==> src/rtl/seq_pattern_ctrl.sv <==
// Programmable 3-bit sequence controller: register table, loop count, pause/step.
// Optional sticky cfg_err output when SEQ_CFG_ERR_EN is defined.
module seq_pattern_ctrl #(
  parameter  int W       = 3,
  parameter  int DEPTH   = 8,
  parameter  int LEN_RST = 6,
  parameter  int CNT_W   = 8,
  localparam int IW      = $clog2(DEPTH)
) (
  input  logic             clk,
  input  logic             rst,
  input  logic             start,
  input  logic             stop,
  input  logic             pause,
  input  logic             step,
  input  logic [CNT_W-1:0] loops,
  input  logic             cfg_we,
  input  logic [IW-1:0]    cfg_addr,
  input  logic [W-1:0]     cfg_data,
  input  logic             cfg_len_we,
  input  logic [IW:0]      cfg_len,
  output logic [W-1:0]     q,
  output logic [IW-1:0]    idx,
  output logic             valid,
  output logic             busy,
`ifdef SEQ_CFG_ERR_EN
  output logic             cfg_err,
`endif
  output logic             done
);

  typedef enum logic [1:0] {
    IDLE,
    RUN,
    PAUSE,
    DONE
  } state_t;

  state_t           state;
  logic [W-1:0]     tbl [DEPTH];
  logic [IW:0]      len;
  logic [CNT_W-1:0] loop_rem;

  logic          at_end;
  logic          fin;
  logic          adv;
  logic          len_ok;
  logic [IW-1:0] nidx;

  function automatic logic [W-1:0] rst_code(input int i);
    case (i)
      1:       return W'(5);
      2:       return W'(7);
      3:       return W'(6);
      4:       return W'(3);
      5:       return W'(2);
      default: return '0;
    endcase
  endfunction

  always_comb begin
    at_end = ({1'b0, idx} == len - (IW+1)'(1));
    fin    = at_end && (loop_rem == CNT_W'(1));
    nidx   = at_end ? '0 : idx + IW'(1);
    adv    = ((state == RUN) && !pause) ||
             ((state == PAUSE) && pause && step);
    len_ok = (cfg_len != '0) &&
             (cfg_len <= (IW+1)'(DEPTH));
  end

  always_ff @(posedge clk) begin
    if (rst) begin
      state    <= IDLE;
      q        <= '0;
      idx      <= '0;
      valid    <= 1'b0;
      busy     <= 1'b0;
      done     <= 1'b0;
      loop_rem <= '0;
      len      <= (IW+1)'(LEN_RST);
      for (int i = 0; i < DEPTH; i++)
        tbl[i] <= rst_code(i);
    end else begin
      if (cfg_we && !busy)
        tbl[cfg_addr] <= cfg_data;
      if (cfg_len_we && !busy && len_ok)
        len <= cfg_len;
      done <= 1'b0;
      if (stop) begin
        state <= IDLE;
        valid <= 1'b0;
        busy  <= 1'b0;
        idx   <= '0;
      end else begin
        unique case (state)
          IDLE: if (start) begin
            state    <= RUN;
            idx      <= '0;
            q        <= tbl[0];
            valid    <= 1'b1;
            busy     <= 1'b1;
            loop_rem <= loops;
          end
          RUN:   if (pause) state <= PAUSE;
          PAUSE: if (!pause) state <= RUN;
          DONE:  state <= IDLE;
        endcase
        // Shared advance path for free-running and single-step
        if (adv) begin
          if (fin) begin
            state <= DONE;
            done  <= 1'b1;
            valid <= 1'b0;
            busy  <= 1'b0;
          end else begin
            idx <= nidx;
            q   <= tbl[nidx];
            if (at_end && loop_rem != '0)
              loop_rem <= loop_rem - CNT_W'(1);
          end
        end
      end
    end
  end

`ifdef SEQ_CFG_ERR_EN
  logic rej;
  assign rej = (cfg_we && busy) ||
               (cfg_len_we && (busy || !len_ok));

  always_ff @(posedge clk) begin
    if (rst)
      cfg_err <= 1'b0;
    else if (rej)
      cfg_err <= 1'b1;
    else if (state == IDLE && start && !stop)
      cfg_err <= 1'b0;
  end
`endif

endmodule

==> config.mk <==
export PLATFORM = sky130hd
export DESIGN_NAME = seq_pattern_ctrl
export DESIGN_NICKNAME = d
export VERILOG_FILES = /design/src/rtl/seq_pattern_ctrl.sv
export SDC_FILE = /design/constraint.sdc
export NUM_CORES = 1
export LEC_CHECK = 0
export CAP_MARGIN = 20
export CORE_MARGIN = 2
export CORE_UTILIZATION = 50
export DETAILED_ROUTE_END_ITERATION = 16
export HOLD_SLACK_MARGIN = 0.03
export PLACE_DENSITY = 0.74
export SLEW_MARGIN = 20
export SYNTH_ARGS = -nofsm -noshare
export SYNTH_HDL_FRONTEND = slang
export SYNTH_SLANG_ARGS = --single-unit
==> constraint.sdc <==
create_clock -name clk -period 2.82 [get_ports clk]
set_clock_uncertainty 0.1 [all_clocks]
set_input_delay 0.564 -clock clk [delete_from_list [all_inputs] [get_ports clk]]
set_output_delay 0.564 -clock clk [all_outputs]
set_load 0.01 [all_outputs]
Word level (Yosys, flattened, before mapping)
Memory sizes are Yosys's and may differ from the RTL's.
Cells that the tools add are included.
{ "op_classes": {"n_addsub": 3, "multipliers": 0, "div_mod_pow": 0, "n_lt_le_gt_ge": 1, "n_eq_ne": 5, "shifts": 0, "n_mux": 43, "bitwise": 1, "n_reduce_logical": 18} }
{ "ops": {"columns": ["cell", "count"], "rows": [
  ["$mux W3", 17],
  ["$mux W8", 5],
  ["$mux W1", 15],
  ["$mux W2", 5],
  ["$logic_and A1 B1 Y1", 9],
  ["$eq A8 B1 Y1 const B", 1],
  ["$pmux W2 S4", 1],
  ["$reduce_bool A8 Y1", 1],
  ["$sub A8 B1 Y8 const B", 1],
  ["$reduce_or A3 Y1", 2],
  ["$eq A2 B2 Y1 const B", 2],
  ["$eq A3 B4 Y1", 1],
  ["$le A4 B4 Y1 const B", 1],
  ["$reduce_bool A4 Y1", 1],
  ["$sub A4 B1 Y4 const B", 1],
  ["$add A3 B1 Y3 const B", 1],
  ["$eq A2 B1 Y1 const B", 1],
  ["$logic_not A1 Y1", 2],
  ["$logic_not A2 Y1", 1],
  ["$reduce_or A2 Y1", 1],
  ["$logic_or A1 B1 Y1", 1],
  ["$not A1 Y1", 1]
]} }
{ "totals": {"ff_bits": 23, "latchBits": 0, "ramBits": 24, "mem_bits_ro": 0, "input_bits": 26, "mem_count": 1} }
{ "mem_list": {"columns": ["memory", "words", "word_bits", "read_ports", "rd_clocked_by_memory_dff", "write_ports", "line_no", "rtl"], "rows": [
  ["tbl", 8, 3, 2, 0, 8, "40", "logic [W-1:0] tbl [DEPTH];"]
]} }

Logic depth before layout (Yosys ltp)
Gate-level depths: netlist of the first run.
{ "logic_depth": {"word_depth": 7, "mapped_depth": 9, "ltp_nobuf": 8} }

Least setup slack after synthesis of the first run
Ideal clock, no wire load.
{ "synth_timing": {"path_type": "register -> register", "from": "register len[0]", "to": "register loop_rem[5]", "setup_ns": 0.092, "arrival_ns": 2.327, "slack_ns": 0.301, "stages_incl_launch_ff": 10, "path_buffers": 1, "synth_period_minus_slack_ns": 2.519, "path_cell_list": "dfxtp_1 -> inv_1 -> ha_1 -> xnor2_1 -> a211o_1 -> or2_1 -> or3_1 -> buf_2 -> o311a_1 -> nor4_1"} }
{ "synth_via": {"elab_chain_cells": 6} }
{ "synth_rtl": {"columns": ["element", "line_no", "rtl"], "rows": [
  ["start, declared", "41", "logic [IW:0] len;"],
  ["start signal, assigned", "80", "len <= (IW+1)'(LEN_RST);"],
  ["start signal, assigned", "87", "len <= cfg_len;"],
  ["$sub A4 B1 Y4 *", "62", "at_end = ({1'b0, idx} == len - (IW+1)'(1));"],
  ["$eq A3 B4 Y1 *", "62", null],
  ["$logic_and A1 B1 Y1", "118", "if (at_end && loop_rem != '0)"],
  ["$mux W8", "118", null],
  ["$mux W8 *", "110", "if (fin) begin"],
  ["$mux W8 *", "109", "if (adv) begin"],
  ["end signal, assigned", "102", "loop_rem <= loops;"],
  ["end signal, assigned", "119", "loop_rem <= loop_rem - CNT_W'(1);"],
  ["end, declared", "42", "logic [CNT_W-1:0] loop_rem;"]
]} }
Mark *: on every way between the ends. The rest lies on a longest branch, timed or not.
A chain may end at the register's enable or synchronous reset.

Final worst setup path of the first run
{ "layout_timing": {"from": "register len[0]", "to": "register loop_rem[3]"} }
Same word-level chain as after synthesis.

==> summary by stage, run 1 <==
Outcome
The flow ran to the end, and the final reports show no timing, DRC or antenna violations.

Synth
The share of flip-flops with an asynchronous set or reset is 0. The count of different cell masters after synthesis is 50. The number of warnings reported in the yosys synthesis log is 0. In the synthesized netlist the dominant register cell turns out to be sky130_fd_sc_hd__edfxtp_1. The number of synthesized register bits is 47.

The most used standard cell by instance count after synthesis is sky130_fd_sc_hd__nor2_1. The share of the Yosys chip area taken by registers is 0.473. The share of cell area taken by muxes after synthesis is 0.0546.

The number of enable flip-flop cells after synthesis is 24. After synthesis, the largest family of logic cells by area is simple AND/OR/NAND/NOR gates. The combined area of all synthesized cells is approximately 2500 um2. By count the netlist is led by 30 x sky130_fd_sc_hd__nor2_1, 29 x sky130_fd_sc_hd__nand2_1, 24 x sky130_fd_sc_hd__edfxtp_1.

Of the total synthesized cell area, the portion taken by AND, OR, NAND and NOR gates is 0.260. The top-area cell type share of the netlist area is 0.288. The complex-gate fraction of the synthesized area came to 0.135. In the post-synthesis netlist, the biggest area contributors are sky130_fd_sc_hd__edfxtp_1 29%, sky130_fd_sc_hd__dfxtp_1 18%, sky130_fd_sc_hd__nor2_1 4.5%, sky130_fd_sc_hd__nand2_1 4.4%, sky130_fd_sc_hd__nand2b_1 3.3%. Synthesis produced 267 cells. The adder-cell area share of the yosys netlist is 0.0200.

The average size of a mapped cell is 9.36 um2. Of the total synthesized cell area, the portion taken by XOR and XNOR cells is 0.0245. Summed over all instances, the cell type with the most area after synthesis is sky130_fd_sc_hd__edfxtp_1. Counting every net in the synthesized netlist gives 297.

Hold path
The worst hold path was traced through 2 stages. The worst hold path endpoint is valid$_SDFF_PP0_. In this run the most critical hold path is launched from valid$_SDFF_PP0_. The classification of the worst-slack hold path is reg -> reg.

Critical path
Counting both buffers and inverters, the worst setup path holds a total of 2. For flop-to-flop paths, the worst setup slack is 0.14 ns. By startpoint and endpoint, the worst setup path is classified as reg -> reg. The end of the worst register-to-register path is loop_rem[3]$_SDFFE_PP0N_.

The largest incremental delay on the critical path is around 0.44 ns. The signal on the critical path passes through inv_1 -> ha_1 -> xnor2_1 -> a211o_1 -> or2_1 -> or3_1 -> buf_4 -> and3_1 -> o32ai_1. For the worst setup path, the data arrival time is 2.79 ns. The worst setup path is captured at a register.

Counting cells, the worst reg-to-reg path comes to 9. For the worst setup path, the data required time is 2.92 ns. The nature of the critical path startpoint is a register. The reg-to-reg startpoint is len[0]$_SDFFE_PP0P_. The cell at the slowest stage of the critical path is sky130_fd_sc_hd__or3_1. The largest fanout on the critical path is 5.

The cell family contributing the most delay on the critical path is simple AND/OR/NAND/NOR gates.

Place
The post-DP HPWL is 4320 um. Once placement finished, the instance area stood at 2960 um2. The congestion estimate from routability-driven global placement came to 0.836. The port buffer count is 34.

Detailed routing
The detailed-route vias per instance is 5.63. The per-cell routed wire length is between 15 and 20 um. The number of detailed-routing iterations run before antenna repair is 4. The total via count after detailed routing is 2121. The final wirelength is 5780 um. The final routed DRC violation total is 0. The detail route stage leaves a number of antenna-violating nets equal to 0. The first routing iteration left about 130 violations.

CTS
The clock sink total is 47. The total CTS buffers is 5. TritonCTS built the clock tree.

The cell chosen for the clock root is sky130_fd_sc_hd__clkbuf_8. The number of buffers added for setup after CTS is 0. The clock latency of the later-clocked register in the worst-skew pair is roughly 0.3 ns.

The clock transition at the registers of the reported paths is 0.09 ns. In this run the number of H-tree levels came out at 2. The clock passes through at most 2 buffers.

STA
Setup repair after global routing left no endpoint under its margin. The worst pin sits at a relative slew slack of 0.592. Dividing the final minimum period by the clock period gives 0.951. The final count of pins violating max slew was 0. The actual slew at the worst max-slew pin is 0.606 ns. The minimum clock period is ~2.7 ns. Static timing analysis puts the maximum clock frequency at 373 MHz.

Setup violations remaining at the end of the flow were counted as 0. The final-report hold violation count is 0. Summed over all failing endpoints, the final setup total negative slack is 0 ns.

Run
The number of max-cap violations is 0.

Final layout
The number of antenna diodes in the final layout is 0. The number of nets at the end of the flow is 339. The share of final-layout standard cells stronger than drive strength 1 is 0.0774.

The post-route cell area is 3060 um2. The signed area change from the synthesized netlist to the final layout is 22.4%.

Floorplanning
The placeable core region is 4790 um2. The die covers 5580 um2. In this run the core area contains 25 standard-cell rows. The die is 74.7 um tall. During I/O placement, the number of pins put on the boundary was 35.

For this configuration, the core starts out at a cell density of 0.522. The die is 74.7 um wide.

GRT
The first global-routing pass estimated 9660 um of wire. In the global route stage, overall resource usage came out at 0.231. Entering global routing, the biggest net connects 16 pins. Summed over all layers, the global routing overflow is 0. For met3 alone, demand over resource in global routing was 0.0428. The global routing stage identified its most utilized layer as met2. The number of antenna violations at the first check in global routing is 0. For this run, global-route usage on met2 was measured as 0.421. In the global route stage, met1 resource usage came out at 0.267. The number of global-route vias before repair is 2114.

Pwr
The power dissipated by switching net loads is 0.365 mW. The internal power of the cells totals 1.02 mW. The worst-case IR drop observed on VDD is around 350 uV. The combinational share of power is 0.149. Of the total power, the clock network draws 0.299. Of the total power, the share spent switching nets is 0.263. The cell area power density is about 450 nW/um2. The leakage power total is 1.09 nW. The share of total power dissipated in sequential elements is 0.552.
==> through the flow <==
step | power (mW) | setup WS, ns | util | instances | hold slack, ns
2_1_floorplan | 0.893 | 0.301 | - | 267 | 0.382
3_3_place_gp | 0.980 | 0.301 | 0.619 | 369 | 0.352
3_5_place_dp | 0.984 | 0.179 | 0.619 | 369 | 0.360
4_1_cts | 1.39 | 0.144 | 0.638 | 377 | 0.382
5_1_grt | 1.44 | 0.00452 | 0.639 | 377 | 0.425
6_report | 1.39 | 0.137 | 0.639 | 377 | 0.374
==> cell families (layout without fill, tap and decap cells) <==
group                    after synthesis  in the layout
flip-flops                            47             47
AO/OA/AOI/OAI                         48             48
buffers and inverters                 22             65
adder cells (fa/ha/maj)                4              4
AND/OR/NAND/NOR                      130            130
multiplexers                           9              9
XOR/XNOR                               7              7
==> cell type report <==
cell class,instances,area [um2]
clock buffers,6,72.6
clock inverters,2,17.5
fillers,420,1730
inverters,13,48.8
multi-input cells,198,1240
flip-flops and latches,47,1180
well taps,67,83.8
repair buffers,44,415
==> sequential cells by signal, summed over array words and instances (netlist names) <==
register	cells
busy	1
loop_rem	8
done	1
state	2
len	4
valid	1
idx	3
tbl	24
q	3
==> worst reg2reg max path: cells and delay by family, from the launching register on <==
kind            cells  cell delay (ns)
fa+ha+maj           1             0.31
buf+inv             2             0.25
simple gates        3             0.83
xor+xnor            1             0.14
compound gates      2             0.55
flops               1             0.40
==> worst max path at each step <==
stage | cells past startpoint | startpoint | endpoint | slack (ns)
6_report | 9 | len[0]$_SDFFE_PP0P_ | loop_rem[3]$_SDFFE_PP0N_ | 0.14
5_1_grt | 9 | len[0]$_SDFFE_PP0P_ | loop_rem[6]$_SDFFE_PP0N_ | 0.005
4_1_cts | 9 | len[0]$_SDFFE_PP0P_ | loop_rem[3]$_SDFFE_PP0N_ | 0.14
3_5_place_dp | 9 | len[0]$_SDFFE_PP0P_ | loop_rem[2]$_SDFFE_PP0N_ | 0.18
3_3_place_gp | 9 | len[0]$_SDFFE_PP0P_ | loop_rem[2]$_SDFFE_PP0N_ | 0.30
2_1_floorplan | 9 | len[0]$_SDFFE_PP0P_ | loop_rem[5]$_SDFFE_PP0N_ | 0.30
==> power groups by stage <==
stage | registers [mW] | clock network [mW] | logic, mW
final | 0.765 | 0.414 | 0.206
after global routing | 0.769 | 0.440 | 0.231
after CTS | 0.765 | 0.418 | 0.205
after detailed placement | 0.780 | 0 | 0.204
after global placement | 0.780 | 0 | 0.200
after floorplan | 0.776 | 0 | 0.117
==> cells in the final DEF, fill, tap and decap left out, types with 10 or more instances in the layout <==
cell type / Yosys / final
sky130_fd_sc_hd__clkdlybuf4s50_1: 0 / 34
sky130_fd_sc_hd__nor3_1: 16 / 15
sky130_fd_sc_hd__nand2b_1: 13 / 13
sky130_fd_sc_hd__buf_4: 0 / 10
sky130_fd_sc_hd__dfxtp_1: 23 / 23
sky130_fd_sc_hd__inv_1: 13 / 13
sky130_fd_sc_hd__nand2_1: 29 / 29
sky130_fd_sc_hd__nor2_1: 30 / 30
sky130_fd_sc_hd__edfxtp_1: 24 / 24
==> layer usage <==
layer,wire [um],part of all wire
met1,2400,0.41
met2,3000,0.52
met4,137,0.024
met3,248,0.043
met5,0,0
==> repair_timing <==
| item | 4_1_cts | 5_1_grt |
|---|---|---|
| hold endpoints to repair | 0 | 0 |
| hold buffers | 0 | 0 |
| resized for setup | 0 | 1 |
| setup endpoints to repair | 0 | 1 |
Note: power is estimated with default switching activity, not from simulation.
==> run 2: changes to the inputs <==
--- a/config.mk
+++ b/config.mk
@@ -7,10 +7,10 @@
 export LEC_CHECK = 0
 export CAP_MARGIN = 20
 export CORE_MARGIN = 2
-export CORE_UTILIZATION = 50
+export CORE_UTILIZATION = 54
 export DETAILED_ROUTE_END_ITERATION = 16
 export HOLD_SLACK_MARGIN = 0.03
-export PLACE_DENSITY = 0.74
+export PLACE_DENSITY = 0.79
 export SLEW_MARGIN = 20
 export SYNTH_ARGS = -nofsm -noshare
 export SYNTH_HDL_FRONTEND = slang
==> summary by stage, run 2 (synthesis gave the netlist of run 1 again) <==
Final layout
In the layout the commonest cells are 34 x sky130_fd_sc_hd__clkdlybuf4s50_1, 30 x sky130_fd_sc_hd__nor2_1, 29 x sky130_fd_sc_hd__nand2_1, 24 x sky130_fd_sc_hd__edfxtp_1, 23 x sky130_fd_sc_hd__dfxtp_1. The number of nets at the end of the flow is approximately 340. The antenna cell count is 0.

The layout filler cell count is approximately 370. In the final layout, the registers with the most flip-flops are tbl x24, loop_rem x8, len x4. The number of standard cells in the layout, taps in and fillers out is between 300 and 400. Leaving out fill and tap cells, the most frequent cell in the layout is sky130_fd_sc_hd__clkdlybuf4s50_1.

Compared with the post-synthesis result, the final layout area differs by 23.5%. The share of final-layout standard cells stronger than drive strength 1 is 0.0809. The register with the most flip-flops is tbl. The final core area utilization is 0.699. The register with the most flip-flops in the layout has 24 of them.

STA
The final-report hold violation count came to 0. The final count of pins violating max slew came to 0. Setup violations remaining at the end of the flow were counted as 0.

The actual slew at the worst max-slew pin is 0.588 ns. The remaining max-slew budget at the tightest pin is 0.605. The post-layout worst setup margin is 0.207 ns. Setup repair after global routing left no endpoint under its margin.

The maximum achievable frequency is 383 MHz. Counting I/O delays and the setup requirement, the final critical path takes 2.61 ns. The sum of negative setup slack is 0 ns.

The part of the cycle the worst path needs is 0.927.

Outcome
The run finished with clean final reports.

Floorplanning
The die covers 5190 um2. The die outline width is between 70 and 80 um. The placeable core region is 4410 um2. The total I/O pin count is 35. The initial utilization of the core area, before any placement, comes to 0.566.

The number of placement rows is 24. The die boundary height is 72.0 um.

CTS
The total CTS buffers is 5. The TritonCTS clock tree is built. After clock tree synthesis, the clock-pin slew on the worst setup and hold paths is 0.08 ns. The clock latency of the later-clocked register in the worst-skew pair is 0.29 ns.

In this run, post-CTS repair resized a total of 0 instances. The number of buffers added for setup after CTS is 0. The cell chosen for the clock root is sky130_fd_sc_hd__clkbuf_8.

The number of buffers between clock root and the deepest sink is 2. The clock sink total is 47. CTS built an H-tree with a depth of 2. For this design, the CTS-stage hold fixing added 0 buffers.

Detailed routing
The detailed-route vias per instance is 5.92. The final routed DRC violation total is 0. After the first detailed-routing iteration, the DRC count stood at 112. In this run the remaining antenna-violating nets after routing total 0. The number of detailed-routing iterations run before antenna repair is 4. Detailed routing inserted a total of 2138 vias.

Wires add up to 5790 um. The per-cell routed wire length is 16.0 um.

Critical path
The nature of the critical path startpoint is a register. The launch point of the worst path is len[0]$_SDFFE_PP0P_. Data on the critical path is required at its endpoint by 2.93 ns. STA puts the critical path data arrival time at 2.72 ns. The worst setup path is captured at a register. The type of the worst setup path is reg -> reg. The end of the worst register-to-register path is loop_rem[5]$_SDFFE_PP0N_.

The worst register-to-register path has a setup slack of 0.21 ns. Of all nets on the critical path, the largest fanout is 8. The worst register-to-register path begins at len[0]$_SDFFE_PP0P_.

The number of cells traversed by the worst register-to-register path is 8.

Place
The HPWL after detailed placement is 4350 um. The routability congestion estimate is 0.870. Port buffering added 34 buffers. Timing analysis after detailed placement gives a worst setup slack of 0.163 ns. The number of cells in the design after placement is between 300 and 400.

GRT
Across every metal layer, demand over resource in global routing totals 0.236. The total grt overflow is 0. The maximum number of pins on one net before global-route repair is 16.

The number of global-route vias before repair is 2030. The number of antenna violations at the first check in global routing was 0. The first global-routing pass estimated 9440 um of wire.

Pwr
The leakage power total is 1.11 nW. The maximum vdd drop is 322 uV. The cell area power density is 502 nW/um2.

Hold path
The source of the worst hold timing path is valid$_SDFF_PP0_. Along the worst hold path, the cell count comes to 2. The classification of the worst-slack hold path is reg -> reg. The worst hold path endpoint is valid$_SDFF_PP0_.

Run
The number of max-cap violations is 0.
==> run 2: cell count changes in the layout (fill, tap and decap cells not counted) <==
cell                        delta
sky130_fd_sc_hd__or3_4         +1
sky130_fd_sc_hd__a2111oi_0     -1
sky130_fd_sc_hd__buf_4         -1
sky130_fd_sc_hd__a2111oi_1     +1
sky130_fd_sc_hd__o31ai_1       -1
sky130_fd_sc_hd__or3_1         -1
sky130_fd_sc_hd__clkinv_4      -2
sky130_fd_sc_hd__o31ai_2       +1
sky130_fd_sc_hd__bufinv_16     +2
==> run 2: critical path, cell delays in order (launching register included) <==
cell	delay [ns]
sky130_fd_sc_hd__dfxtp_1	0.40
sky130_fd_sc_hd__inv_1	0.07
sky130_fd_sc_hd__ha_1	0.30
sky130_fd_sc_hd__xnor2_1	0.13
sky130_fd_sc_hd__a211o_1	0.29
sky130_fd_sc_hd__or2_1	0.24
sky130_fd_sc_hd__or3_4	0.44
sky130_fd_sc_hd__o311a_1	0.31
sky130_fd_sc_hd__nor4_1	0.25
==> run 2: how the worst max path moves through the flow <==
stage                                           to  slack [ns]  depth (start not counted)
after floorplan           loop_rem[5]$_SDFFE_PP0N_        0.30                          9
after global placement    loop_rem[6]$_SDFFE_PP0N_        0.18                          9
after detailed placement  loop_rem[6]$_SDFFE_PP0N_        0.16                          9
after CTS                 loop_rem[6]$_SDFFE_PP0N_        0.12                          9
after global routing      loop_rem[6]$_SDFFE_PP0N_        0.03                          9
final                     loop_rem[5]$_SDFFE_PP0N_        0.21                          8
==> run 2: routing by layer <==
metal	GRT usage	part of all wire	vias to the layer above
li1	-	-	1062
met2	0.419	0.51	70
met5	0	0	-
met4	0.105	0.025	0
met3	0.0333	0.046	14
met1	0.286	0.42	992
==> run 2: report_power, final <==
| group | switching (mW) | internal (mW) | total (mW) |
|---|---|---|---|
| registers | 0.0213 | 0.745 | 0.766 |
| logic | 0.110 | 0.0971 | 0.207 |
| clock network | 0.222 | 0.354 | 0.576 |
| total | 0.353 | 1.20 | 1.55 |
==> run 2: final cells by class <==
type | count | area (um2) | share of cell area
tap | 52 | 65.1 | 0.0211
clock buffer | 6 | 72.6 | 0.0235
inverter | 13 | 48.8 | 0.0158
clock inverter | 2 | 60.1 | 0.0195
sequential | 47 | 1180 | 0.383
timing repair buffer | 43 | 408 | 0.132
multi-input combinational | 198 | 1250 | 0.405
==> run 2: metrics by stage <==
step | power [mW] | hold slack (ns) | instance area [um2]
floorplan | 0.893 | 0.382 | 2500
global placement | 0.977 | 0.350 | 2940
detailed placement | 0.982 | 0.359 | 2940
CTS | 1.55 | 0.377 | 3070
global route | 1.61 | 0.444 | 3090
finish | 1.55 | 0.372 | 3090
